### src/rtl/regfile_wr_sched_pkg.sv
// Shared types and defaults for the tile regfile control path.
// Also consumed by the regfile bench.
package regfile_ctrl_pkg;

  typedef enum logic [1:0] {
    IDLE,
    WR,
    RD
  } sched_state_e;

  localparam int RF_NUM_WR      = 3;
  localparam int RF_ACK_TIMEOUT = 16;
  localparam int RF_WR_BURST    = 4;
  localparam int RF_RD_MAX      = 8;

endpackage

### src/rtl/regfile_wr_sched_if.sv
// Scheduler <-> requesters/regfile signal bundle.
// slave is the scheduler side; master is the tile/regfile side.
interface regfile_wr_sched_if #(
  parameter int N = regfile_ctrl_pkg::RF_NUM_WR
) ();

  logic [N-1:0] wr_req;
  logic [N-1:0] wr_done;
  logic [N-1:0] wr_err;
  logic [N-1:0] rf_wen;
  logic [N-1:0] rf_ack;
  logic         rd_req;
  logic         rd_gnt;
  logic         rf_ren;
  logic         busy;

  modport master (
    output wr_req, rd_req, rf_ack,
    input  wr_done, wr_err, rd_gnt,
    input  rf_wen, rf_ren, busy
  );

  modport slave (
    input  wr_req, rd_req, rf_ack,
    output wr_done, wr_err, rd_gnt,
    output rf_wen, rf_ren, busy
  );

endinterface

### src/rtl/regfile_wr_sched_rr_pick.sv
// Combinational round-robin picker: first set req bit
// at or after ptr, wrapping.
module rr_pick #(
  parameter  int N = 3,
  localparam int W = (N > 1) ? $clog2(N) : 1
) (
  input  logic [N-1:0] req,
  input  logic [W-1:0] ptr,
  output logic [W-1:0] gnt_idx,
  output logic         any
);

  int j;

  // Walk offsets high to low so the smallest offset wins.
  always_comb begin
    gnt_idx = '0;
    any     = |req;
    j       = 0;
    for (int k = N - 1; k >= 0; k--) begin
      j = (int'(ptr) + k) % N;
      if (req[j]) gnt_idx = W'(j);
    end
  end

endmodule

### src/rtl/regfile_wr_sched.sv
// Regfile control sequencer: round-robin write grants,
// ack/timeout tracking, read/write exclusion.
module regfile_wr_sched #(
  parameter int NUM_WR      = regfile_ctrl_pkg::RF_NUM_WR,
  parameter int ACK_TIMEOUT = regfile_ctrl_pkg::RF_ACK_TIMEOUT,
  parameter int WR_BURST    = regfile_ctrl_pkg::RF_WR_BURST,
  parameter int RD_MAX      = regfile_ctrl_pkg::RF_RD_MAX
) (
  input logic               clk,
  input logic               reset,
  regfile_wr_sched_if.slave bus
);

  import regfile_ctrl_pkg::*;

  localparam int PW = (NUM_WR > 1) ? $clog2(NUM_WR) : 1;
  localparam int TW = $clog2(ACK_TIMEOUT + 1);
  localparam int SW = $clog2(WR_BURST + 1);
  localparam int RW = $clog2(RD_MAX + 1);

  sched_state_e      state;
  logic [PW-1:0]     rr_ptr;
  logic [PW-1:0]     pick_idx;
  logic [PW-1:0]     ptr_nxt;
  logic              pick_any;
  logic [NUM_WR-1:0] pick_oh;
  logic [TW-1:0]     tmr;
  logic [SW-1:0]     wr_streak;
  logic [RW-1:0]     rd_tmr;
  logic [NUM_WR-1:0] wen_q;
  logic [NUM_WR-1:0] done_q;
  logic [NUM_WR-1:0] err_q;
  logic              ren_q;
  logic              busy_q;
  logic              ack_hit;
  logic              rd_win;

  rr_pick #(
    .N(NUM_WR)
  ) u_pick (
    .req    (bus.wr_req),
    .ptr    (rr_ptr),
    .gnt_idx(pick_idx),
    .any    (pick_any)
  );

  assign pick_oh = {{(NUM_WR-1){1'b0}}, 1'b1} << pick_idx;
  assign ptr_nxt = (pick_idx == PW'(NUM_WR - 1))
                 ? '0 : pick_idx + PW'(1);

  // wen_q is onehot(g), so masking drops acks from other ports.
  assign ack_hit = |(bus.rf_ack & wen_q);
  assign rd_win  = bus.rd_req
                 && (!pick_any || wr_streak >= SW'(WR_BURST));

  always_ff @(posedge clk or negedge reset) begin
    if (!reset) begin
      state     <= IDLE;
      rr_ptr    <= '0;
      tmr       <= '0;
      wr_streak <= '0;
      rd_tmr    <= '0;
      wen_q     <= '0;
      done_q    <= '0;
      err_q     <= '0;
      ren_q     <= 1'b0;
      busy_q    <= 1'b0;
    end else begin
      done_q <= '0;
      err_q  <= '0;
      unique case (state)
        IDLE: begin
          if (rd_win) begin
            state     <= RD;
            ren_q     <= 1'b1;
            busy_q    <= 1'b1;
            wr_streak <= '0;
            rd_tmr    <= RW'(1);
          end else if (pick_any) begin
            state  <= WR;
            wen_q  <= pick_oh;
            rr_ptr <= ptr_nxt;
            tmr    <= TW'(1);
            busy_q <= 1'b1;
            if (wr_streak < SW'(WR_BURST))
              wr_streak <= wr_streak + SW'(1);
          end
        end
        WR: begin
          if (ack_hit) begin
            done_q <= wen_q;
            wen_q  <= '0;
            state  <= IDLE;
            busy_q <= 1'b0;
          end else if (tmr == TW'(ACK_TIMEOUT)) begin
            err_q  <= wen_q;
            wen_q  <= '0;
            state  <= IDLE;
            busy_q <= 1'b0;
          end else begin
            tmr <= tmr + TW'(1);
          end
        end
        RD: begin
          if (!bus.rd_req
              || (pick_any && rd_tmr >= RW'(RD_MAX))) begin
            ren_q     <= 1'b0;
            state     <= IDLE;
            busy_q    <= 1'b0;
            wr_streak <= '0;
          end else if (rd_tmr < RW'(RD_MAX)) begin
            rd_tmr <= rd_tmr + RW'(1);
          end
        end
        default: begin
          state  <= IDLE;
          wen_q  <= '0;
          ren_q  <= 1'b0;
          busy_q <= 1'b0;
        end
      endcase
    end
  end

  assign bus.rf_wen  = wen_q;
  assign bus.rf_ren  = ren_q;
  assign bus.rd_gnt  = ren_q;
  assign bus.wr_done = done_q;
  assign bus.wr_err  = err_q;
  assign bus.busy    = busy_q;

  // The regfile drops writes while ren is high.
  a_rw_excl: assert property (
    @(posedge clk) disable iff (!reset)
      !((|bus.rf_wen) && bus.rf_ren)
  );

endmodule

### src/flat_wrapper.sv
// flat-port wrapper written by rule: the top's interface ports become plain ports
module regfile_wr_sched_flat import regfile_ctrl_pkg::*;
#(
  parameter int NUM_WR      = regfile_ctrl_pkg::RF_NUM_WR,
  parameter int ACK_TIMEOUT = regfile_ctrl_pkg::RF_ACK_TIMEOUT,
  parameter int WR_BURST    = regfile_ctrl_pkg::RF_WR_BURST,
  parameter int RD_MAX      = regfile_ctrl_pkg::RF_RD_MAX
)
  (clk, reset, bus_wr_req, bus_rd_req, bus_rf_ack, bus_wr_done, bus_wr_err, bus_rd_gnt, bus_rf_wen, bus_rf_ren, bus_busy);
  regfile_wr_sched_if #(.N(3)) bus_i ();
  input logic clk;
  input logic reset;
  input wire logic [$bits(bus_i.wr_req)-1:0] bus_wr_req;
  input wire logic [$bits(bus_i.rd_req)-1:0] bus_rd_req;
  input wire logic [$bits(bus_i.rf_ack)-1:0] bus_rf_ack;
  output wire logic [$bits(bus_i.wr_done)-1:0] bus_wr_done;
  output wire logic [$bits(bus_i.wr_err)-1:0] bus_wr_err;
  output wire logic [$bits(bus_i.rd_gnt)-1:0] bus_rd_gnt;
  output wire logic [$bits(bus_i.rf_wen)-1:0] bus_rf_wen;
  output wire logic [$bits(bus_i.rf_ren)-1:0] bus_rf_ren;
  output wire logic [$bits(bus_i.busy)-1:0] bus_busy;
  assign bus_i.wr_req = bus_wr_req;
  assign bus_i.rd_req = bus_rd_req;
  assign bus_i.rf_ack = bus_rf_ack;
  assign bus_wr_done = bus_i.wr_done;
  assign bus_wr_err = bus_i.wr_err;
  assign bus_rd_gnt = bus_i.rd_gnt;
  assign bus_rf_wen = bus_i.rf_wen;
  assign bus_rf_ren = bus_i.rf_ren;
  assign bus_busy = bus_i.busy;
  regfile_wr_sched #(.NUM_WR(NUM_WR), .ACK_TIMEOUT(ACK_TIMEOUT), .WR_BURST(WR_BURST), .RD_MAX(RD_MAX)) u_core (.clk(clk), .reset(reset), .bus(bus_i));
endmodule
### config.mk
export PLATFORM = sky130hd
export DESIGN_NAME = regfile_wr_sched_flat
export DESIGN_NICKNAME = d
export VERILOG_FILES = /design/src/rtl/regfile_wr_sched_pkg.sv /design/src/rtl/regfile_wr_sched_if.sv /design/src/rtl/regfile_wr_sched_rr_pick.sv /design/src/rtl/regfile_wr_sched.sv /design/src/flat_wrapper.sv
export SDC_FILE = /design/constraint.sdc
export NUM_CORES = 1
export LEC_CHECK = 0
export CAP_MARGIN = 20
export CORE_MARGIN = 8
export CORE_UTILIZATION = 60
export CTS_BUF_LIST = sky130_fd_sc_hd__clkbuf_2
export DETAILED_ROUTE_END_ITERATION = 10
export HOLD_SLACK_MARGIN = 0.12
export MAX_ROUTING_LAYER = met4
export PLACE_DENSITY = 0.88
export SYNTH_ARGS = -nofsm -noshare
export SYNTH_HDL_FRONTEND = slang
export SYNTH_HIERARCHICAL = 1
export SYNTH_SLANG_ARGS = --single-unit
### constraint.sdc
create_clock -name clk -period 4.42 [get_ports clk]
set_clock_uncertainty 0.05 [all_clocks]
set_input_delay 0.884 -clock clk [delete_from_list [all_inputs] [get_ports clk]]
set_output_delay 0.884 -clock clk [all_outputs]
set_load 0.005 [all_outputs]
# Yosys cells after proc, flatten, opt, wreduce, memory -nomap -nowiden
# Index checks and enable logic that the tools add are counted.
# word_totals
elab_cells	115
register_bits	27
output_inout_bits	12
input_bits	9
# classes
n_reduce_logical	18
n_addsub	6
n_div	3
bitwise_logic	4
n_eq_ne	15
muxes	51
order_cmp	7
n_shift	1
# ops
op	n
$lt A32 B4 Y1 const B	3
$mod A32 B3 Y32 const B	2
$mux W3	13
$mod A3 B3 Y32 const B	1
$mux W5	4
$mux W2	9
$mux W1	12
$mux W4	3
$reduce_and A4 Y1	3
$pmux W5 S2	1
$ne A3 B1 Y1 const B	3
$pmux W3 S3	1
$reduce_and A3 Y1	3
$ne A2 B1 Y1 const B	4
$ne A2 B2 Y1 const B	4
$pmux W4 S2	1
$bmux W1 S2	3
$pmux W1 S3	2
$pmux W2 S3	1
$pmux W3 S2	1
$reduce_or A3 Y1	2
$add A5 B1 Y5 const B	1
$eq A5 B5 Y1 const B	1
$reduce_and A5 Y1	1
other kinds (19)	26

# Longest topological paths before layout
# Gate-level depths: netlist (run 1).
# logic_depth
ltp_word	12
depth_mapped	7
ltp_nobuf	7

# By module
# Netlist (run 1), hierarchy kept.
# by_module_without_submodules
mod	area_each_um2	cells_per_inst	seq_area_each_um2	n_inst
regfile_wr_sched	1285.0	121	675.6	1
rr_pick	150.1	20	0.0	1

# Worst setup path after synthesis (run 1)
# OpenSTA, ideal clock, no wires.
# synth_timing
path_kind	in2reg
from	input port bus_rf_ack[0]
to	register u_core.busy_q, in the netlist u_core/bus.busy
t_required_ns	4.243
setup_slack_ns	2.141
arrival_ns	2.102
cell_stages	4
setup_time_ns	0.127
n_path_buf	0
path_cell_list	a222oi_1 > nand3_2 > o21ai_2 > mux2_1
# synth_via
elab_chain_cells	4
elab_cells_between_ends	6
cone_classes	1 x eq/ne; 2 x mux; 1 x bitwise; 2 x reduce/logical
# synth_rtl
item	line	source
from (decl)	flat_wrapper.sv:15	input wire logic [$bits(bus_i.rf_ack)-1:0] bus_rf_ack;
$and A3 B3 Y3 *	regfile_wr_sched.sv:52	assign ack_hit = |(bus.rf_ack & wen_q);
$reduce_or A3 Y1 *	regfile_wr_sched.sv:52	
$ne A3 B1 Y1 (no source line) or $mux W1 (tied branches)	n/a	
$reduce_and A3 Y1 (no source line) or $pmux W1 S3 (tied branches)	n/a	
to (signal assigned)	regfile_wr_sched.sv:67	busy_q <= 1'b0;
to (signal assigned)	regfile_wr_sched.sv:76	busy_q <= 1'b1;
to (signal assigned)	regfile_wr_sched.sv:84	busy_q <= 1'b1;
to (decl)	regfile_wr_sched.sv:34	logic busy_q;
# Mark *: on every way between the ends. The rest lies on a longest branch, timed or not.
# A chain may end at the register's enable or synchronous reset.

# Worst setup path after layout (run 1)
# Same ends and word-level chain as after synthesis.

==> metrics.md, run 1 <==
| Metric | Value |
|---|---|
| GRT Overall Usage | between 10% and 20% |
| WS Path Type | input pin to flop |
| Layout Cells excl Fill | about 190 |
| WHS | between 0.4 and 0.5 ns |
| Hold Path Class | flop to flop |
| Area delta synth->final | 18.8% |
| Antenna cell count | 0 |
| Worst-margin pin slew | ~0.76 ns |
| Post-route ant nets | 0 |
| Max clock buf depth | 2 |
| DIE AREA | 4210 µm² |
| Pwr Density | 574 nW/µm² |
| Gates resized, CTS repair | 0 |
| I/O pins | 21 |
| CTS Hold Buffers Added | 0 |
| M1 wire length | 1.28 mm |
| DR WL met3 | 155 µm |
| FP Rows | 17 |
| Worst Hold Path Cells | 1 |
| Worst setup EP type | flop |
| Yosys warnings | 6 |
| R2r setup slk | 2.28 ns |
| Final core utilization | 76.4% |
| Hpwl dp | between 2 and 2.5 mm |
| Remaining DRCs | 0 |
| First-pass GRT wire length | 5.11 mm |
| Startpoint Class | input pin |
| Asr flop ratio synth | 100% |
| CTS HTree Levels | 1 |
| Final worst setup slack | 1.84 ns |
| Vias/cell | 5.99 |
| R2R cell count | 6 |
| Cells after Synth | 141 |
| Die outline height | 64.9 µm |
| Initial antenna violation count | 0 |
| P_leak | 0.791 nW |
| Slew headroom | about half |
| CP Max Fanout | 8 |
| Beginning of the worst hold path | u_core/wr_streak[1]$_DFFE_PN0P_ |
| Initial Util | 64.3% |
| Fin nets | 181 |
| Num Clock Sinks | 27 |
| WL final | just over 3 mm |
| RSZ-0062 raised after global routing | false |
| Global route overflow | 0 |
| Max-Cap Viols | 0 |
| Final hold violation count | 0 |
| Clock root buffer | clkbuf_2 |
| CTS tree | done |
| Library cells used by synthesis | 47 |
| Skew-Pair Late Insertion Delay | 0.33 ns |
| Chip width | between 60 and 70 µm |
| Syn Area/Cell | 10.2 µm² |
| Critical Path RT | 4.62 ns |
| Primary FF master, synth | dfrtp_1 |
| Mapped Area | approximately 1400 µm² |
| Initial DRC Count | 39 |
| Tot Pwr | 980 µW |
| Setup_tns | 0 ns |
| Shortest period the worst path allows | 2.58 ns |
| Worst flop-to-flop path endpoint | u_core/bus.rf_wen[2]$_DFFE_PN0P_ |
| Crit path arrival time | 2.78 ns |
| Average wire per standard cell | 15.8 µm |
| Port Buf Inserts | 20 |
| Pre-CTS WS | approximately 1.5 ns |
| GP Congestion | 0.912 |
| Hold worst-path end | u_core/wr_streak[1]$_DFFE_PN0P_ |
| First-pass DRT Iterations | 4 |
| Placed Cells incl. Taps | roughly 190 |
| Routed length on met2 | 1.58 mm |
| CTS Buf Count | 3 |
| Maximum VDD drop | slightly above 0.4 mV |
| Run status | finished, final reports clean |
| R2R Path Start | u_core/rr_ptr[0]$_DFFE_PN0P_ |
| Post-CTS setup buffer count | 0 |
| Final instance area | 1710 µm² |
| Pins over their slew limit | 0 |
| Max layer used | met4 |
| Core area | 2230 µm² |
| Setup Viol. Count Final | 0 |
| Register area share after synthesis | 47.1% |
| Largest net degree at the start of global routing | 25 |
| Placed cell area | roughly 1700 µm² |
| Layout cells sized above 1 | 9.20% |
| Clock-pin transition on the worst setup and hold timing paths | 0.23 ns |
| Max Clk Rate | 0.387 GHz |
| Number of synthesized flops with an enable pin | 0 |
| Vias in the first global route | 1127 |
| Period utilization | 58.4% |
| Synth Net Count | around 160 |
| Yosys reg bits | 27 |
| Via count | 1144 |
[routing by layer]
layer	global-route usage [%]	up-vias
li1	-	549
met1	17.4	562
met2	26.0	31
met3	2.92	2
met4	3.27	0
met5	-	-
[worst max-delay path, stage by stage]
cell             delay [ns]
clkdlybuf4s50_1        0.42
a222oi_1               0.71
nand3_2                0.31
o21ai_2                0.13
mux2_1                 0.32
[cell usage after synthesis, drive strengths merged (2+ instances only)]
master | n | share of area (%)
a21oi | 4 | 1.4
a21o | 5 | 2.6
a21boi | 4 | 2.4
ha | 8 | 7.0
a32o | 2 | 1.4
and2 | 6 | 2.6
nand3 | 6 | 2.4
a221oi | 2 | 1.2
nand2 | 11 | 3.1
dfrtp | 27 | 47
buf | 2 | 0.87
inv | 8 | 2.1
a22o | 2 | 1.2
nand3b | 2 | 1.0
nor2b | 4 | 1.7
nand2b | 3 | 1.3
mux2 | 2 | 1.6
and2b | 2 | 1.0
nor3 | 3 | 1.0
clkbuf | 2 | 0.52
o21ai | 7 | 2.7
a41oi | 2 | 1.2
nor2 | 11 | 2.9
[sequential cells by signal (all words and copies together), names as in the netlist]
register and count:
u_core/tmr 5, u_core/wr_streak 3, u_core/bus.wr_err 3, u_core/rr_ptr 2, u_core/bus.rf_wen 3, u_core/bus.wr_done 3
u_core/bus.rd_gnt 1, u_core/state 2, u_core/rd_tmr 4, u_core/bus.busy 1
[worst max path at each step]
stage	startpoint	to	slack (ns)	cells past startpoint
5_1_grt	bus_rf_ack[0]	u_core/bus.busy$_DFFE_PN0P_	1.77	5
4_1_cts	bus_rf_ack[0]	u_core/bus.busy$_DFFE_PN0P_	1.88	5
3_3_place_gp	bus_rf_ack[0]	u_core/bus.busy$_DFFE_PN0P_	1.60	5
2_1_floorplan	bus_rf_ack[0]	u_core/bus.busy$_DFFE_PN0P_	2.14	4
3_5_place_dp	bus_rf_ack[0]	u_core/bus.busy$_DFFE_PN0P_	1.49	5
6_report	bus_rf_ack[0]	u_core/bus.busy$_DFFE_PN0P_	1.84	5
[logic make-up after synthesis]
| logic type | count (synthesis) | share of synthesized area [%] |
|---|---|---|
| flip-flops | 27 | 47.1 |
| adder cells (fa/ha/maj) | 8 | 6.97 |
| buffers and inverters | 12 | 3.49 |
| AO/OA/AOI/OAI | 36 | 19.2 |
| XOR/XNOR | 1 | 0.610 |
| multiplexers | 2 | 1.57 |
| AND/OR/NAND/NOR | 55 | 21.1 |
[power breakdown]
part	switching, mW	internal (mW)
clock network	0.0666	0.0239
registers	0.0930	0.328
logic	0.240	0.229
[cell usage in the layout, fill, tap and decap left out, types with 2 or more instances in the layout]
master	instances
a41oi_1	2
a21boi_0	2
nand3_1	5
clkbuf_2	4
a32o_1	2
a221oi_1	2
nand2_1	10
a21oi_1	4
and2b_1	2
nor2_1	11
a22o_1	2
nor3_1	3
clkdlybuf4s50_1	20
nor2b_1	4
nand3b_1	2
nand2b_1	3
and2_1	6
dfrtp_1	27
inv_1	8
a21o_1	5
o21ai_0	5
ha_1	8
[area by class of cell]
class	count	area (µm²)
multi-input combinational	102	709
tap	28	35.0
inverter	8	30.0
fill	156	528
sequential	27	676
clock buffer	4	20.0
timing repair buffer	22	235
Power figures use the tool's default switching activity.
==> run 2: changes to the inputs <==
--- a/config.mk
+++ b/config.mk
@@ -7,12 +7,12 @@
 export LEC_CHECK = 0
 export CAP_MARGIN = 20
 export CORE_MARGIN = 8
-export CORE_UTILIZATION = 60
+export CORE_UTILIZATION = 55
 export CTS_BUF_LIST = sky130_fd_sc_hd__clkbuf_2
 export DETAILED_ROUTE_END_ITERATION = 10
 export HOLD_SLACK_MARGIN = 0.12
 export MAX_ROUTING_LAYER = met4
-export PLACE_DENSITY = 0.88
+export PLACE_DENSITY = 0.82
 export SYNTH_ARGS = -nofsm -noshare
 export SYNTH_HDL_FRONTEND = slang
 export SYNTH_HIERARCHICAL = 1
==> constraint.sdc (replaced) <==
create_clock -name clk -period 2.6 [get_ports clk]
set_clock_uncertainty 0.05 [all_clocks]
set_input_delay 0.52 -clock clk [delete_from_list [all_inputs] [get_ports clk]]
set_output_delay 0.52 -clock clk [all_outputs]
set_load 0.005 [all_outputs]
==> run 2 against run 1 <==
Against the previous run: cell count is 1.0% higher; cell area down 1.0%; first-iteration DRC count increased by 44%; clock power is 81% higher; critical path type unchanged; critical endpoint unchanged; largest cell class unchanged.
==> metrics.md, run 2 (same netlist as run 1, synthesis figures left out) <==
| Metric | Value |
|---|---|
| Run status | finished, final reports clean |
| Core area | 2480 µm² (+11%) |
| Final hold violation count | 0 (unchanged) |
| Worst setup EP type | flop |
| R2R Path Start | u_core/rr_ptr[0]$_DFFE_PN0P_ |
| Port Buf Inserts | 20 (unchanged) |
| Final core utilization | 68.1% (-8.2 points) |
| Final worst setup slack | 0.541 ns (-1.30 ns) |
| Area delta synth->final | 17.6% |
| RSZ-0062 raised after global routing | false |
| Crit-path cells | clkdlybuf4s50_1, or3_1, nor3_1, a31oi_1, o21ai_2, mux2_1 |
| Commonest non-fill, non-tap cells in the layout | dfrtp_1, clkdlybuf4s50_1, nor2_1 |
| Pwr Density | 988 nW/µm² (+72%) |
| CTS Buf Count | 3 (unchanged) |
| CP max stage delay | 0.53 ns (-0.18 ns) |
| Max clock buf depth | 2 (unchanged) |
| Hpwl dp | 2.33 mm (+0.44%) |
| FP Rows | 18 (+1) |
| Layout cells sized above 1 | 9.20% (unchanged) |
| CP Max Fanout | 8 (unchanged) |
| Worst flop-to-flop path endpoint | u_core/bus.rf_wen[2]$_DFFE_PN0P_ |
| Initial Util | 57.9% (-6.3 points) |
| Setup_tns | 0 ns (unchanged) |
| Final instance area | 1690 µm² (-1.0%) |
| Chip width | 67.1 µm (+3.4%) |
| CTS HTree Levels | 1 (unchanged) |
| Most common cell after layout, fill and taps aside | dfrtp_1 |
| Via count | 1117 (-2.4%) |
| Worst-margin pin slew | 0.503 ns (-0.254 ns) |
| Pins over their slew limit | 0 (unchanged) |
| Antenna cell count | 0 (unchanged) |
| Clock root buffer | clkbuf_2 |
| Slew headroom | 66.4% (+17 points) |
| Tot Pwr | 1.67 mW (+70%) |
| GP Congestion | 0.828 (-9.3%) |
| WL final | 3.08 mm (+1.7%) |
| CTS tree | done |
| R2r setup slk | 0.54 ns (-1.74 ns) |
| DIE AREA | 4500 µm² (+6.8%) |
| Register with the most flip-flops | u_core/tmr |
| Fin nets | 181 (unchanged) |
| Max reg flops | 5 (unchanged) |
| Shortest period the worst path allows | 2.06 ns |
| Vias/cell | 5.79 (-3.4%) |
| Max-Cap Viols | 0 (unchanged) |
| Initial antenna violation count | 0 (unchanged) |
| Pre-CTS WS | 0.152 ns (-1.34 ns) |
| Vias in the first global route | 1163 (+3.2%) |
| Num Clock Sinks | 27 (unchanged) |
| Remaining DRCs | 0 (unchanged) |
| Crit path arrival time | 2.28 ns (-0.50 ns) |
| Max Clk Rate | 0.486 GHz |
| Levels on crit path | 6 (+1) |
| CTS Hold Buffers Added | 0 (unchanged) |
| Average wire per standard cell | 15.9 µm (+0.63%) |
| Initial DRC Count | 56 (+44%) |
| Maximum VDD drop | 0.594 mV (+43%) |
| Clock-pin transition on the worst setup and hold timing paths | 0.25 ns (+0.02 ns) |
| Placed cell area | 1670 µm² (+0.60%) |
| R2R cell count | 6 (unchanged) |
| Post-CTS setup buffer count | 0 (unchanged) |
| CP bufs+invs | 1 (unchanged) |
| Crit path max-delay family | simple AND/OR/NAND/NOR gates |
| P_leak | 0.783 nW (-1.0%) |
| Global route overflow | 0 (unchanged) |
| Gates resized, CTS repair | 0 (unchanged) |
| First-pass GRT wire length | 5.21 mm (+1.9%) |
| Filler cells | 212 (+36%) |
| GRT Overall Usage | 15.1% (+0.20 points) |
| Max stage delay cell, worst path | or3_1 |
| Layout Cells excl Fill | 193 (+1.0%) |
| Setup Viol. Count Final | 0 (unchanged) |
| I/O pins | 21 (unchanged) |
| WHS | 0.468 ns (-0.0169 ns) |
| Skew-Pair Late Insertion Delay | 0.35 ns (+0.02 ns) |
| Startpoint Class | input pin |
| WS Path Type | input pin to flop |
| Hold Path Class | input pin to async pin |
| Post-route ant nets | 0 (unchanged) |
| Period utilization | 79.2% |
| Top Registers | u_core/tmr: 5 flops, u_core/rd_tmr: 4 flops |
| Placed Cells incl. Taps | 189 (+1.6%) |
| Critical Path RT | 2.82 ns (-1.80 ns) |
| Largest net degree at the start of global routing | 28 (+12%) |
| Die outline height | 67.1 µm (+3.4%) |
| First-pass DRT Iterations | 5 (+1) |
==> run 2: power by group <==
group | switching [mW] | internal (mW)
sequential | 0.154 | 0.557
clock | 0.123 | 0.0406
combinational | 0.401 | 0.391
total | 0.678 | 0.989
==> run 2: per-layer routing <==
metal  track usage, %  routed length, µm  vias to the layer above  part of all wire [%]
met4             6.01                 15                        0                  0.49
met3             2.52                142                        2                   4.6
li1                 -                  -                      552                     -
met5                -                  0                        -                     0
met1             16.5               1350                      538                    44
met2             26.6               1570                       25                    51
==> run 2: cell type report <==
class / count / area, µm² / area share, %
well taps: 30 / 37.5 / 2.22
inverters: 8 / 30.0 / 1.78
multi-input cells: 102 / 709 / 42.0
flip-flops and latches: 27 / 676 / 40.0
clock buffers: 4 / 20.0 / 1.19
repair buffers: 22 / 215 / 12.8
==> run 2: how the worst max path moves through the flow <==
stage	startpoint	to	slack (ns)
final	bus_wr_req[2]	u_core/bus.busy$_DFFE_PN0P_	0.54
after global routing	u_core/rr_ptr[0]$_DFFE_PN0P_	u_core/bus.rf_wen[1]$_DFFE_PN0P_	0.46
after CTS	u_core/rr_ptr[0]$_DFFE_PN0P_	u_core/bus.rf_wen[2]$_DFFE_PN0P_	0.56
after detailed placement	bus_wr_req[2]	u_core/bus.busy$_DFFE_PN0P_	0.15
after global placement	bus_wr_req[2]	u_core/bus.busy$_DFFE_PN0P_	0.21
after floorplan	bus_rf_ack[0]	u_core/bus.busy$_DFFE_PN0P_	0.68
==> run 3: changes to the inputs <==
--- a/config.mk
+++ b/config.mk
@@ -7,12 +7,12 @@
 export LEC_CHECK = 0
 export CAP_MARGIN = 20
 export CORE_MARGIN = 8
-export CORE_UTILIZATION = 55
+export CORE_UTILIZATION = 50
 export CTS_BUF_LIST = sky130_fd_sc_hd__clkbuf_2
 export DETAILED_ROUTE_END_ITERATION = 10
 export HOLD_SLACK_MARGIN = 0.12
 export MAX_ROUTING_LAYER = met4
-export PLACE_DENSITY = 0.82
+export PLACE_DENSITY = 0.78
 export SYNTH_ARGS = -nofsm -noshare
 export SYNTH_HDL_FRONTEND = slang
 export SYNTH_HIERARCHICAL = 1
==> constraint.sdc (replaced) <==
create_clock -name clk -period 1.8 [get_ports clk]
set_clock_uncertainty 0.05 [all_clocks]
set_input_delay 0.36 -clock clk [delete_from_list [all_inputs] [get_ports clk]]
set_output_delay 0.36 -clock clk [all_outputs]
set_load 0.005 [all_outputs]
==> run 3 against run 2 <==
Against the previous run: the run now ends with setup timing left; critical path type is now flop to flop; combinational power is 120% higher; highest routed layer unchanged; count of clock-buffer cells in the layout is 1 lower; via count up 13%; critical endpoint is now u_core/bus.rf_wen[2]$_DFFE_PN0P_.
==> metrics.md, run 3 (same netlist as run 1, synthesis figures left out) <==
| Metric | Value |
|---|---|
| Largest net degree at the start of global routing | 28 (unchanged) |
| Initial DRC Count | 57 (+1.8%) |
| Most common cell after layout, fill and taps aside | dfrtp_1 |
| FP Rows | 19 (+1) |
| Layout Cells excl Fill | 220 (+14%) |
| Crit path arrival time | 2.20 ns (-0.08 ns) |
| Post-route ant nets | 0 (unchanged) |
| First-pass GRT wire length | 6.03 mm (+16%) |
| Startpoint Class | flop |
| Chip width | 69.6 µm (+3.7%) |
| Num Clock Sinks | 27 (unchanged) |
| CTS tree | done |
| WL final | 3.74 mm (+22%) |
| Average wire per standard cell | 17.0 µm (+6.7%) |
| Vias/cell | 5.73 (-0.96%) |
| Max clock buf depth | 2 (unchanged) |
| Tot Pwr | 3.03 mW (+82%) |
| Pins over their slew limit | 0 (unchanged) |
| CP Max Fanout | 4 (-4) |
| Global route overflow | 0 (unchanged) |
| First-pass DRT Iterations | 4 (-1) |
| Failing checks | setup timing |
| I/O pins | 21 (unchanged) |
| Area delta synth->final | 39.9% |
| Via count | 1261 (+13%) |
| Fin nets | 207 (+14%) |
| Worst setup EP type | flop |
| Skew-Pair Late Insertion Delay | 0.38 ns (+0.03 ns) |
| RSZ-0062 raised after global routing | true |
| Initial Util | 52.5% (-5.4 points) |
| Antenna cell count | 0 (unchanged) |
| Worst-margin pin slew | 0.387 ns (-0.116 ns) |
| Die outline height | 69.6 µm (+3.7%) |
| GRT Overall Usage | 15.1% (about the same) |
| Hold Path Class | input pin to async pin |
| Remaining DRCs | 0 (unchanged) |
| Max reg flops | 5 (unchanged) |
| Setup_tns | -0.566 ns (-0.566 ns) |
| Max-Cap Viols | 0 (unchanged) |
| Placed Cells incl. Taps | 207 (+9.5%) |
| Pwr Density | 1510 nW/µm² (+53%) |
| Top Registers | u_core/tmr: 5 flops, u_core/rd_tmr: 4 flops |
| Clock root buffer | clkbuf_2 |
| Layout cells sized above 1 | 28.0% (+19 points) |
| Final hold violation count | 0 (unchanged) |
| WS Path Type | flop to flop |
| DIE AREA | 4840 µm² (+7.6%) |
| Setup Viol. Count Final | 5 (+5) |
| WHS | 0.244 ns (-0.224 ns) |
| CTS Buf Count | 3 (unchanged) |
| Critical Path RT | 2.06 ns (-0.76 ns) |
| Core area | 2730 µm² (+10%) |
| CTS HTree Levels | 1 (unchanged) |
| Final worst setup slack | -0.132 ns (-0.673 ns) |
| P_leak | 0.945 nW (+21%) |
| Period utilization | 107% |
| Max Clk Rate | 0.518 GHz |
| Commonest non-fill, non-tap cells in the layout | dfrtp_1, buf_4, clkdlybuf4s50_1 |
| GP Congestion | 0.836 (+0.98%) |
| Slew headroom | 74.2% (+7.7 points) |
| Hpwl dp | 2.55 mm (+9.4%) |
| Maximum VDD drop | 1.05 mV (+77%) |
| Shortest period the worst path allows | 1.93 ns |
| Initial antenna violation count | 0 (unchanged) |
| Clock-pin transition on the worst setup and hold timing paths | 0.29 ns (+0.04 ns) |
| Vias in the first global route | 1283 (+10%) |
| Port Buf Inserts | 20 (unchanged) |
| Register with the most flip-flops | u_core/tmr |
| Run status | complete, but fails checks |
## run 3: changes by cell type in the layout (fill, tap and decap cells not counted), moves of 2 or more
cell / previous run / this run
buf_4: 2 / 26
ha_1: 8 / 5
ha_4: 0 / 3
buf_6: 0 / 2
clkdlybuf4s50_1: 20 / 18
nor3_1: 3 / 1
## run 3: layout make-up
cell class | instances | area, µm²
Clock buffer | 3 | 15.0
Inverter | 8 | 30.0
Fill cell | 194 | 726
Clock inverter | 1 | 7.51
Timing Repair Buffer | 48 | 419
Tap cell | 31 | 38.8
Multi-Input combinational cell | 102 | 822
Sequential cell | 27 | 676
## run 3: repair_timing
action                     CTS  global route
hold buffers                 0             0
pin swaps                    6             5
resized for setup           11            11
setup buffers                7             2
hold endpoints to repair     0             0
setup endpoints to repair    7            10
## run 3: power breakdown
| part | switching (mW) | total, mW | leakage [nW] | internal, mW |
|---|---|---|---|---|
| Combinational | 0.824 | 1.76 | 0.581 | 0.940 |
| Sequential | 0.210 | 1.01 | 0.351 | 0.805 |
| Clock | 0.201 | 0.252 | 0.0126 | 0.0514 |
## run 3: metrics by stage
stage	cell area [µm²]	setup WS, ns	utilization [%]
after global routing	2010	-0.183	73.5
after global placement	1800	-0.303	65.9
after detailed placement	1800	-0.391	65.9
after CTS	1930	-0.0772	70.5
after floorplan	1440	0.00103	-
final	2010	-0.132	73.5
## run 3: worst max-delay path, stage by stage, from the launching register on
cell and delay [ns]:
dfrtp_1 0.51, inv_2 0.09, ha_4 0.27, and2b_1 0.19
o221ai_2 0.21, o311ai_4 0.14, buf_6 0.15, a32o_1 0.26
## run 3: path summary, 6_finish.rpt
check / startpoint / to / slack [ns] / cells past startpoint
max reg2reg: u_core/rr_ptr[0]$_DFFE_PN0P_ / u_core/bus.rf_wen[2]$_DFFE_PN0P_ / -0.13 / 7
min reg2reg: u_core/wr_streak[0]$_DFFE_PN0P_ / u_core/wr_streak[0]$_DFFE_PN0P_ / 0.51 / 1
max in group asynchronous: reset / u_core/tmr[2]$_DFFE_PN0P_ / 1.18 / 2
min in group clk: u_core/wr_streak[0]$_DFFE_PN0P_ / u_core/wr_streak[0]$_DFFE_PN0P_ / 0.51 / 1
min: reset / u_core/rr_ptr[0]$_DFFE_PN0P_ / 0.24 / 2
max: u_core/rr_ptr[0]$_DFFE_PN0P_ / u_core/bus.rf_wen[2]$_DFFE_PN0P_ / -0.13 / 7
## run 3: per-layer routing
layer	share of wire [%]	vias up	GRT usage, %	wire [µm]
met1	42	618	17.4	1570
met2	53	35	25.9	1980
met5	0	-	-	0
met4	1.4	0	4.56	54
met3	3.6	6	3.00	136
li1	-	602	-	-
